### src/rtl/regfile_writeback.sv
// regfile_writeback: writeback stage for the b-risc integer register file.
// Accepts load and ALU results over valid/ready handshakes. Each accepted
// result goes into a small in-order circular queue. The stage retires at most
// one register-file write per clock and offers a bypass lookup of results that
// are still pending.
//
// Ports:
//   clk, aresetn              clock; asynchronous active-low reset
//   mem_valid/ready/reg/data  load-unit result handshake (higher priority)
//   alu_valid/ready/reg/data  ALU result handshake
//   hold                      freeze draining; the queue still accepts
//   wr_en/wr_reg/wr_data      registered register-file write port
//   q_reg -> q_hit/q_data     combinational bypass lookup
//   count                     current queue occupancy
//
// Build option: define WB_BYPASS_EN to build the bypass search. Without it,
// q_hit and q_data are tied to 0.
module regfile_writeback #(
    parameter int unsigned REG_W     = 32,
    parameter int unsigned REG_IDX_W = 5,
    parameter int unsigned DEPTH     = 4
) (
    input  logic                     clk,
    input  logic                     aresetn,
    input  logic                     mem_valid,
    output logic                     mem_ready,
    input  logic [REG_IDX_W-1:0]     mem_reg,
    input  logic [REG_W-1:0]         mem_data,
    input  logic                     alu_valid,
    output logic                     alu_ready,
    input  logic [REG_IDX_W-1:0]     alu_reg,
    input  logic [REG_W-1:0]         alu_data,
    input  logic                     hold,
    output logic                     wr_en,
    output logic [REG_IDX_W-1:0]     wr_reg,
    output logic [REG_W-1:0]         wr_data,
    input  logic [REG_IDX_W-1:0]     q_reg,
    output logic                     q_hit,
    output logic [REG_W-1:0]         q_data,
    output logic [$clog2(DEPTH):0]   count
);

    localparam int unsigned PTR_W = $clog2(DEPTH);
    localparam int unsigned CNT_W = PTR_W + 1;

    typedef struct packed {
        logic [REG_IDX_W-1:0] rd;
        logic [REG_W-1:0]     data;
    } entry_t;

    entry_t               fifo_q [DEPTH];
    logic [PTR_W-1:0]     head_q, head_d;
    logic [PTR_W-1:0]     tail_q, tail_d;
    logic [CNT_W-1:0]     count_q, count_d;
    logic                 wr_en_q, wr_en_d;
    logic [REG_IDX_W-1:0] wr_reg_q, wr_reg_d;
    logic [REG_W-1:0]     wr_data_q, wr_data_d;

    logic                 not_full;
    logic                 accept;
    logic                 push;
    logic                 pop;
    entry_t               push_entry;

    // Readiness looks only at occupancy, so a same-cycle pop never frees a slot.
    assign not_full  = (count_q != CNT_W'(DEPTH));
    assign mem_ready = not_full;
    assign alu_ready = not_full && !mem_valid;

    // Producer select: the load result is older, so it wins.
    always_comb begin
        push_entry = '{rd: alu_reg, data: alu_data};
        accept     = alu_valid && alu_ready;
        if (mem_valid && mem_ready) begin
            push_entry = '{rd: mem_reg, data: mem_data};
            accept     = 1'b1;
        end
    end

    // Writes to r0 complete the handshake but are dropped.
    assign push = accept && (push_entry.rd != '0);
    assign pop  = (count_q != '0) && !hold;

    // Next-state for pointers, occupancy and the output write register.
    always_comb begin
        head_d    = head_q;
        tail_d    = tail_q;
        count_d   = count_q;
        wr_en_d   = pop;
        wr_reg_d  = wr_reg_q;
        wr_data_d = wr_data_q;
        if (pop) begin
            head_d    = head_q + PTR_W'(1);
            wr_reg_d  = fifo_q[head_q].rd;
            wr_data_d = fifo_q[head_q].data;
        end
        if (push) begin
            tail_d = tail_q + PTR_W'(1);
        end
        case ({push, pop})
            2'b10:   count_d = count_q + CNT_W'(1);
            2'b01:   count_d = count_q - CNT_W'(1);
            default: count_d = count_q;
        endcase
    end

    // Control state register.
    always_ff @(posedge clk or negedge aresetn) begin
        if (!aresetn) begin
            head_q    <= '0;
            tail_q    <= '0;
            count_q   <= '0;
            wr_en_q   <= 1'b0;
            wr_reg_q  <= '0;
            wr_data_q <= '0;
        end else begin
            head_q    <= head_d;
            tail_q    <= tail_d;
            count_q   <= count_d;
            wr_en_q   <= wr_en_d;
            wr_reg_q  <= wr_reg_d;
            wr_data_q <= wr_data_d;
        end
    end

    // Queue storage; validity is tracked by head/count, so no reset is needed.
    always_ff @(posedge clk) begin
        if (push) begin
            fifo_q[tail_q] <= push_entry;
        end
    end

    assign wr_en   = wr_en_q;
    assign wr_reg  = wr_reg_q;
    assign wr_data = wr_data_q;
    assign count   = count_q;

`ifdef WB_BYPASS_EN
    // Bypass search: the output register is the lowest priority, then queue
    // entries from oldest to youngest, so the youngest match is the one that
    // lands in q_data.
    always_comb begin
        q_hit  = 1'b0;
        q_data = '0;
        if (wr_en_q && (wr_reg_q == q_reg)) begin
            q_hit  = 1'b1;
            q_data = wr_data_q;
        end
        for (int unsigned k = 0; k < DEPTH; k++) begin
            if ((CNT_W'(k) < count_q) && (fifo_q[head_q + PTR_W'(k)].rd == q_reg)) begin
                q_hit  = 1'b1;
                q_data = fifo_q[head_q + PTR_W'(k)].data;
            end
        end
        if (q_reg == '0) begin
            q_hit  = 1'b0;
            q_data = '0;
        end
    end
`else
    logic unused_q_reg;
    assign unused_q_reg = ^q_reg;
    assign q_hit        = 1'b0;
    assign q_data       = '0;
`endif

endmodule

### config.mk
export PLATFORM = sky130hd
export DESIGN_NAME = regfile_writeback
export DESIGN_NICKNAME = d
export VERILOG_FILES = /design/src/rtl/regfile_writeback.sv
export SDC_FILE = /design/constraint.sdc
export NUM_CORES = 1
export LEC_CHECK = 0
export CAP_MARGIN = 20
export CORE_MARGIN = 2
export CORE_UTILIZATION = 51
export DETAILED_ROUTE_END_ITERATION = 10
export PLACE_DENSITY_LB_ADDON = 0.05
export SYNTH_ARGS = -nofsm -noshare
export SYNTH_HDL_FRONTEND = slang
export SYNTH_SLANG_ARGS = --single-unit
### constraint.sdc
create_clock -name clk -period 3.4 [get_ports clk]
set_input_delay 0.68 -clock clk [delete_from_list [all_inputs] [get_ports clk]]
set_output_delay 0.68 -clock clk [all_outputs]
set_load 0.05 [all_outputs]
### Word-level counts from Yosys, hierarchy flattened

Memories as Yosys holds them, arrays and structs flattened. A register that Yosys moved wholly into a read port is not among the register bits.
Cells that the tools add are included.

* register bits: 8
* memory bits (writable): 148
* input port bits: 84
* output and inout port bits: 76
* logic and storage cells: 28
* memories kept: 1

Memories
* fifo_q: depth 4, width 37, rd ports 1, clocked after Yosys merged registers in 1, wr ports 1, RTL line 51 `entry_t fifo_q [DEPTH];`

* add/subtract/negate cells: 4
* eq/ne operators: 3
* multiplexer cells: 5
* reduce and logical (&&, ||, !) cells: 11

Operators with widths (count)
* $mux 37: 1
* $pmux 3 s2: 1
* $logic_and 1x1->1: 5
* $reduce_bool 5->1: 1
* $add 2x1->2 const B: 2
* $add 3x1->3 const B: 1
* $logic_not 1->1: 3
* $mux 1: 3
* $ne 3x3->1 const B: 1
* $reduce_bool 3->1: 1
* $sub 3x1->3 const B: 1
* $eq 2x1->1 const B: 1
* $eq 2x2->1 const B: 1
* $reduce_bool 2->1: 1

### Depth between registers and ports, before layout

* word-level depth: 7
* depth in mapped cells: 10
* depth with buffers taken out: 10

### Worst setup path after synthesis

No wires, ideal clock.

* path type: register -> register
* start: reg count_q[2], in the netlist count[2]
* end: mem fifo_q[0][0] (netlist name), enable pin
* setup time: 398 ps
* arrival: 2274 ps
* required time: 3002 ps
* slack: 728 ps
* cell stages (with the launch flop): 4
* buffers on the path: 0
* period minus slack after synthesis: 2672 ps
* cell sequence: dfrtp_1 nor3b_2 o32ai_2 and2_1

* longest elaborated chain between the ends: 7
* elaborated cells between the ends (all ways): 10
* those cells by class: 1 x eq/ne; 4 x mux; 5 x reduce/logical

Ends and longest elaborated chain
* start, declared: RTL line 54 `logic [CNT_W-1:0] count_q, count_d;`
* start signal, assigned: RTL line 119 `count_q <= count_d;`
* $ne 3x3->1 *: RTL line 66 `assign not_full = (count_q != CNT_W'(DEPTH));`
* $logic_and 1x1->1 (on tied branches): RTL line 74, 68
* $mux 37 / $logic_and 1x1->1 (equally long branches): RTL line 74, 73
* $reduce_bool 5->1 / $mux 1 (equally long branches): RTL line 81, 74
* $logic_and 1x1->1 *: RTL line 81 `assign push = accept && (push_entry.rd != '0);`
* $mux 1 *: RTL line 128 `if (push) begin`
* $mux 1 (implied by the code) *: RTL line 129 `fifo_q[tail_q] <= push_entry;`
* end, declared: RTL line 51

Mark *: on every way between the ends. The rest lies on a longest branch, timed or not.

### Final worst setup path

* start: in mem_reg[1]
* end: reg count_q[2], in the netlist count[2]

* longest elaborated chain between the ends: 5
* elaborated cells between the ends (all ways): 7
* those cells by class: 2 x eq/ne; 2 x mux; 3 x reduce/logical

Ends and longest elaborated chain
* start, declared: RTL line 27 `input logic [REG_IDX_W-1:0] mem_reg,`
* $mux 37 *: RTL line 74 `if (mem_valid && mem_ready) begin`
* $reduce_bool 5->1 *: RTL line 81
* $logic_and 1x1->1 *: RTL line 81
* $eq 2x1->1 / $eq 2x2->1 (equally long branches): RTL line 100 `case ({push, pop})`
* $pmux 3 s2 / $reduce_bool 2->1 (equally long branches)

Marks and branches as above.
A chain may end at the register's enable or synchronous reset.

==> impl_metrics.xml <==
<?xml version="1.0" encoding="UTF-8"?>
<metrics>
  <group name="run_status">
    <metric name="outcome" unit="">finished, final reports clean</metric>
  </group>
  <group name="detailed_routing">
    <metric name="dr.pass1.iters" unit="">4</metric>
    <metric name="routedWlPerCell" unit="um">18.7</metric>
    <metric name="drt_iter0_drc" unit="">250</metric>
    <metric name="ant_nets" unit="">0</metric>
    <metric name="avgViaCountPerCell" unit="">5.28</metric>
    <metric name="detail_route.wirelength" unit="um">13500</metric>
    <metric name="number_of_vias_in_the_routed_layout" unit="">3804</metric>
    <metric name="post-route-drc-count" unit="">0</metric>
  </group>
  <group name="placement">
    <metric name="dpl_cell_area" unit="um^2">9150</metric>
    <metric name="place_congestion" unit="">0.666</metric>
    <metric name="detailedPlacementHpwl" unit="um">7840</metric>
    <metric name="io_buffer_count" unit="">121</metric>
  </group>
  <group name="clocking">
    <metric name="postCtsHoldBufs" unit="">0</metric>
    <metric name="maximum_level_of_the_cts_h_tree" unit="">4</metric>
    <metric name="numCtsBuffers" unit="">17</metric>
    <metric name="clock_sink_count" unit="">193</metric>
    <metric name="cts.reportedPaths.clkPinSlew" unit="ns">0.06</metric>
    <metric name="postCtsResizedCells" unit="">0</metric>
    <metric name="post-cts-setup-buffer-count" unit="">0</metric>
    <metric name="cts.root.buffer_cell" unit="">sky130_fd_sc_hd__clkbuf_16</metric>
    <metric name="clock_insertion_delay_worst_skew" unit="ns">0.42</metric>
    <metric name="ctsLongestPathBuffers" unit="">2</metric>
    <metric name="clock_tree_from_tritoncts" unit="">yes</metric>
  </group>
  <group name="floorplanning">
    <metric name="floorplan.initialDensity" unit="">0.522</metric>
    <metric name="fp.dieArea" unit="um^2">16500</metric>
    <metric name="die_height" unit="um">128</metric>
    <metric name="rows" unit="">45</metric>
    <metric name="io_pins" unit="">160</metric>
    <metric name="fp.coreArea" unit="um^2">15100</metric>
    <metric name="chipWidth" unit="um">128</metric>
  </group>
  <group name="final_layout">
    <metric name="area_growth_syn_to_layout" unit="%">22.8</metric>
    <metric name="largest_register_ffs" unit="">148</metric>
    <metric name="finish.net_count" unit="">610</metric>
    <metric name="layout-drive-gt1-share" unit="">0.293</metric>
    <metric name="finish.instance_area" unit="um^2">9700</metric>
    <metric name="utilization" unit="">0.641</metric>
    <metric name="antennaDiodeCount" unit="">0</metric>
  </group>
  <group name="global_routing">
    <metric name="grt_pass1_vias" unit="">3940</metric>
    <metric name="grt_antenna_before_repair" unit="">0</metric>
    <metric name="first_pass_grt_wire_length" unit="um">21200</metric>
    <metric name="grt_max_degree" unit="">41</metric>
    <metric name="globalRoute.totalOverflow" unit="">0</metric>
    <metric name="grt.total_usage" unit="">0.177</metric>
  </group>
  <group name="critical_path">
    <metric name="crit_arrival" unit="ns">3.12</metric>
    <metric name="setup.worst_path.end_class" unit="">flip-flop</metric>
    <metric name="cp-start-kind" unit="">primary input</metric>
    <metric name="cp_data_required_time" unit="ns">3.74</metric>
    <metric name="crit_slowest_cell" unit="">sky130_fd_sc_hd__or4_1</metric>
    <metric name="worst_path_largest_cell_delay" unit="ns">0.61</metric>
    <metric name="critPathMaxFanout" unit="">2</metric>
    <metric name="cp_cell_sequence" unit="">clkdlybuf4s50_1 &gt; or4_1 &gt; nor2_1 &gt; o32ai_2 &gt; inv_1 &gt; ha_1 &gt; inv_1 &gt; fa_1 &gt; xor2_1 &gt; nor2_1 &gt; xor2_1</metric>
    <metric name="path_class" unit="">primary input to flip-flop</metric>
  </group>
  <group name="power_and_ir_drop">
    <metric name="power_leakage" unit="nW">3.42</metric>
    <metric name="p_per_area" unit="nW/um^2">932</metric>
    <metric name="worst_ir_drop_vdd" unit="uV">771</metric>
  </group>
  <group name="timing">
    <metric name="grt_setup_unrepaired" unit="">false</metric>
    <metric name="max_freq" unit="GHz">0.360</metric>
    <metric name="fin_worst_skew" unit="ns">0.00857</metric>
    <metric name="report.final.setup_viol" unit="">0</metric>
    <metric name="minimum_clock_period_after_layout" unit="ns">2.78</metric>
    <metric name="slew_margin_rel" unit="">0.296</metric>
    <metric name="setup_tns_after_final_layout" unit="ns">0</metric>
    <metric name="report.final.slew_viol_count" unit="">0</metric>
    <metric name="finalCritPeriodShare" unit="">0.818</metric>
    <metric name="timing.final.hold_violations" unit="">0</metric>
    <metric name="worst_slew_pin_slew" unit="ns">1.06</metric>
  </group>
  <group name="run">
    <metric name="timing.max_cap.violations" unit="">0</metric>
  </group>
  <group name="logic_synthesis">
    <metric name="yosys_warn_count" unit="">0</metric>
    <metric name="yosys_most_used_dff" unit="">sky130_fd_sc_hd__edfxtp_1</metric>
    <metric name="flops_latches_synth" unit="">193</metric>
    <metric name="post_synth_instance_area" unit="um^2">7900</metric>
    <metric name="yosysMostFrequentCell" unit="">sky130_fd_sc_hd__edfxtp_1</metric>
    <metric name="yosys-top-cells-count" unit="">148 x sky130_fd_sc_hd__edfxtp_1, 74 x sky130_fd_sc_hd__mux2_2, 45 x sky130_fd_sc_hd__dfrtp_1, 37 x sky130_fd_sc_hd__mux4_2, 34 x sky130_fd_sc_hd__buf_4</metric>
    <metric name="post_synth_num_cell_types" unit="">26</metric>
    <metric name="netlist.area_leader.share" unit="">0.562</metric>
    <metric name="synth_edf_count" unit="">148</metric>
    <metric name="postSynthAreaPerCell" unit="um^2">20.1</metric>
    <metric name="post-synth-top-area-cell" unit="">sky130_fd_sc_hd__edfxtp_1</metric>
    <metric name="synth.area.top_cells" unit="">sky130_fd_sc_hd__edfxtp_1 56%, sky130_fd_sc_hd__dfrtp_1 14%, sky130_fd_sc_hd__mux2_2 11%</metric>
    <metric name="yosysSeqAreaShare" unit="">0.705</metric>
    <metric name="postSynth.asyncResetShare" unit="">0.233</metric>
    <metric name="post_synth_inst_count" unit="">393</metric>
  </group>
  <group name="min_path">
    <metric name="hp-class" unit="">primary input to asynchronous set/reset pin</metric>
  </group>
</metrics>
## layout make-up
cell class,count,area (um^2)
Clock buffer,21,460
Clock inverter,11,88.8
Fill cell,1081,5440
Inverter,7,26.3
Multi-Input combinational cell,176,2080
Sequential cell,193,5580
Tap cell,188,235
Timing Repair Buffer,125,1240
## routing by layer
layer / GRT usage / up-vias / share of wire
met1: 0.228 / 1955 / 0.43
li1: - / 1715 / -
met2: 0.298 / 121 / 0.51
met4: 0.0679 / 0 / 0.014
met3: 0.0395 / 13 / 0.046
met5: 0 / - / 0
## cells in the final DEF (no fill, tap or decap), drive strengths merged, types with 5 or more instances in the layout
master,count
clkbuf,21
clkdlybuf4s50,120
clkinv,5
conb,33
nor2,5
mux2,75
buf,5
clkinvlp,5
ha,5
inv,7
dfrtp,45
mux4,37
edfxtp,148
## worst max-delay path: cells and delay by family
kind	cells	cell delay, ns
AO/OA/AOI/OAI	1	0.10
XOR/XNOR	2	0.35
adder cells (fa/ha/maj)	2	0.54
buffers and inverters	3	0.56
AND/OR/NAND/NOR	3	0.90
## worst paths after layout
kind,from,end,slack (ns),cells past startpoint
min reg2reg,wr_data[24]$_DFFE_PN0P_,wr_data[24]$_DFFE_PN0P_,0.50,1
min in group clk,wr_data[24]$_DFFE_PN0P_,wr_data[24]$_DFFE_PN0P_,0.50,1
max reg2reg,count[2]$_DFFE_PN0P_,fifo_q[3][19]$_DFFE_PP_,0.97,5
max,mem_reg[1],count[2]$_DFFE_PN0P_,0.62,11
min,aresetn,wr_data[20]$_DFFE_PN0P_,0.38,1
max in group asynchronous,aresetn,head_q[0]$_DFFE_PN0P_,2.28,2
## kinds of logic (layout without fill, tap and decap cells)
| kind of cell | count (synthesis) | in the layout | synth area share |
|---|---|---|---|
| DFF | 193 | 193 | 0.705 |
| xor gates and xnor gates | 6 | 6 | 0.00665 |
| other | 1 | 33 | 0.000475 |
| AOI/OAI and AO/OA | 2 | 2 | 0.00269 |
| buffers and inverters | 56 | 164 | 0.0489 |
| adders and majority gates | 6 | 6 | 0.0105 |
| and+or+nand+nor | 17 | 17 | 0.0130 |
| muxes | 112 | 112 | 0.213 |
## power breakdown
part | switching [mW] | total (mW) | internal, mW
sequential | 0.484 | 3.91 | 3.43
combinational | 1.84 | 3.30 | 1.46
clock | 0.792 | 1.83 | 1.04
## per-stage QoR
stage | total power [mW] | hold WS (ns) | cells | worst slack, ns
2_1_floorplan | 6.29 | 0.384 | 425 | 0.728
3_3_place_gp | 7.23 | 0.489 | 689 | 0.168
3_5_place_dp | 7.32 | 0.494 | 689 | 0.164
4_1_cts | 9.17 | 0.411 | 721 | 0.615
5_1_grt | 9.51 | 0.447 | 721 | 0.485
6_report | 9.04 | 0.382 | 721 | 0.620
No activity file was read; power rests on OpenSTA's default activity.
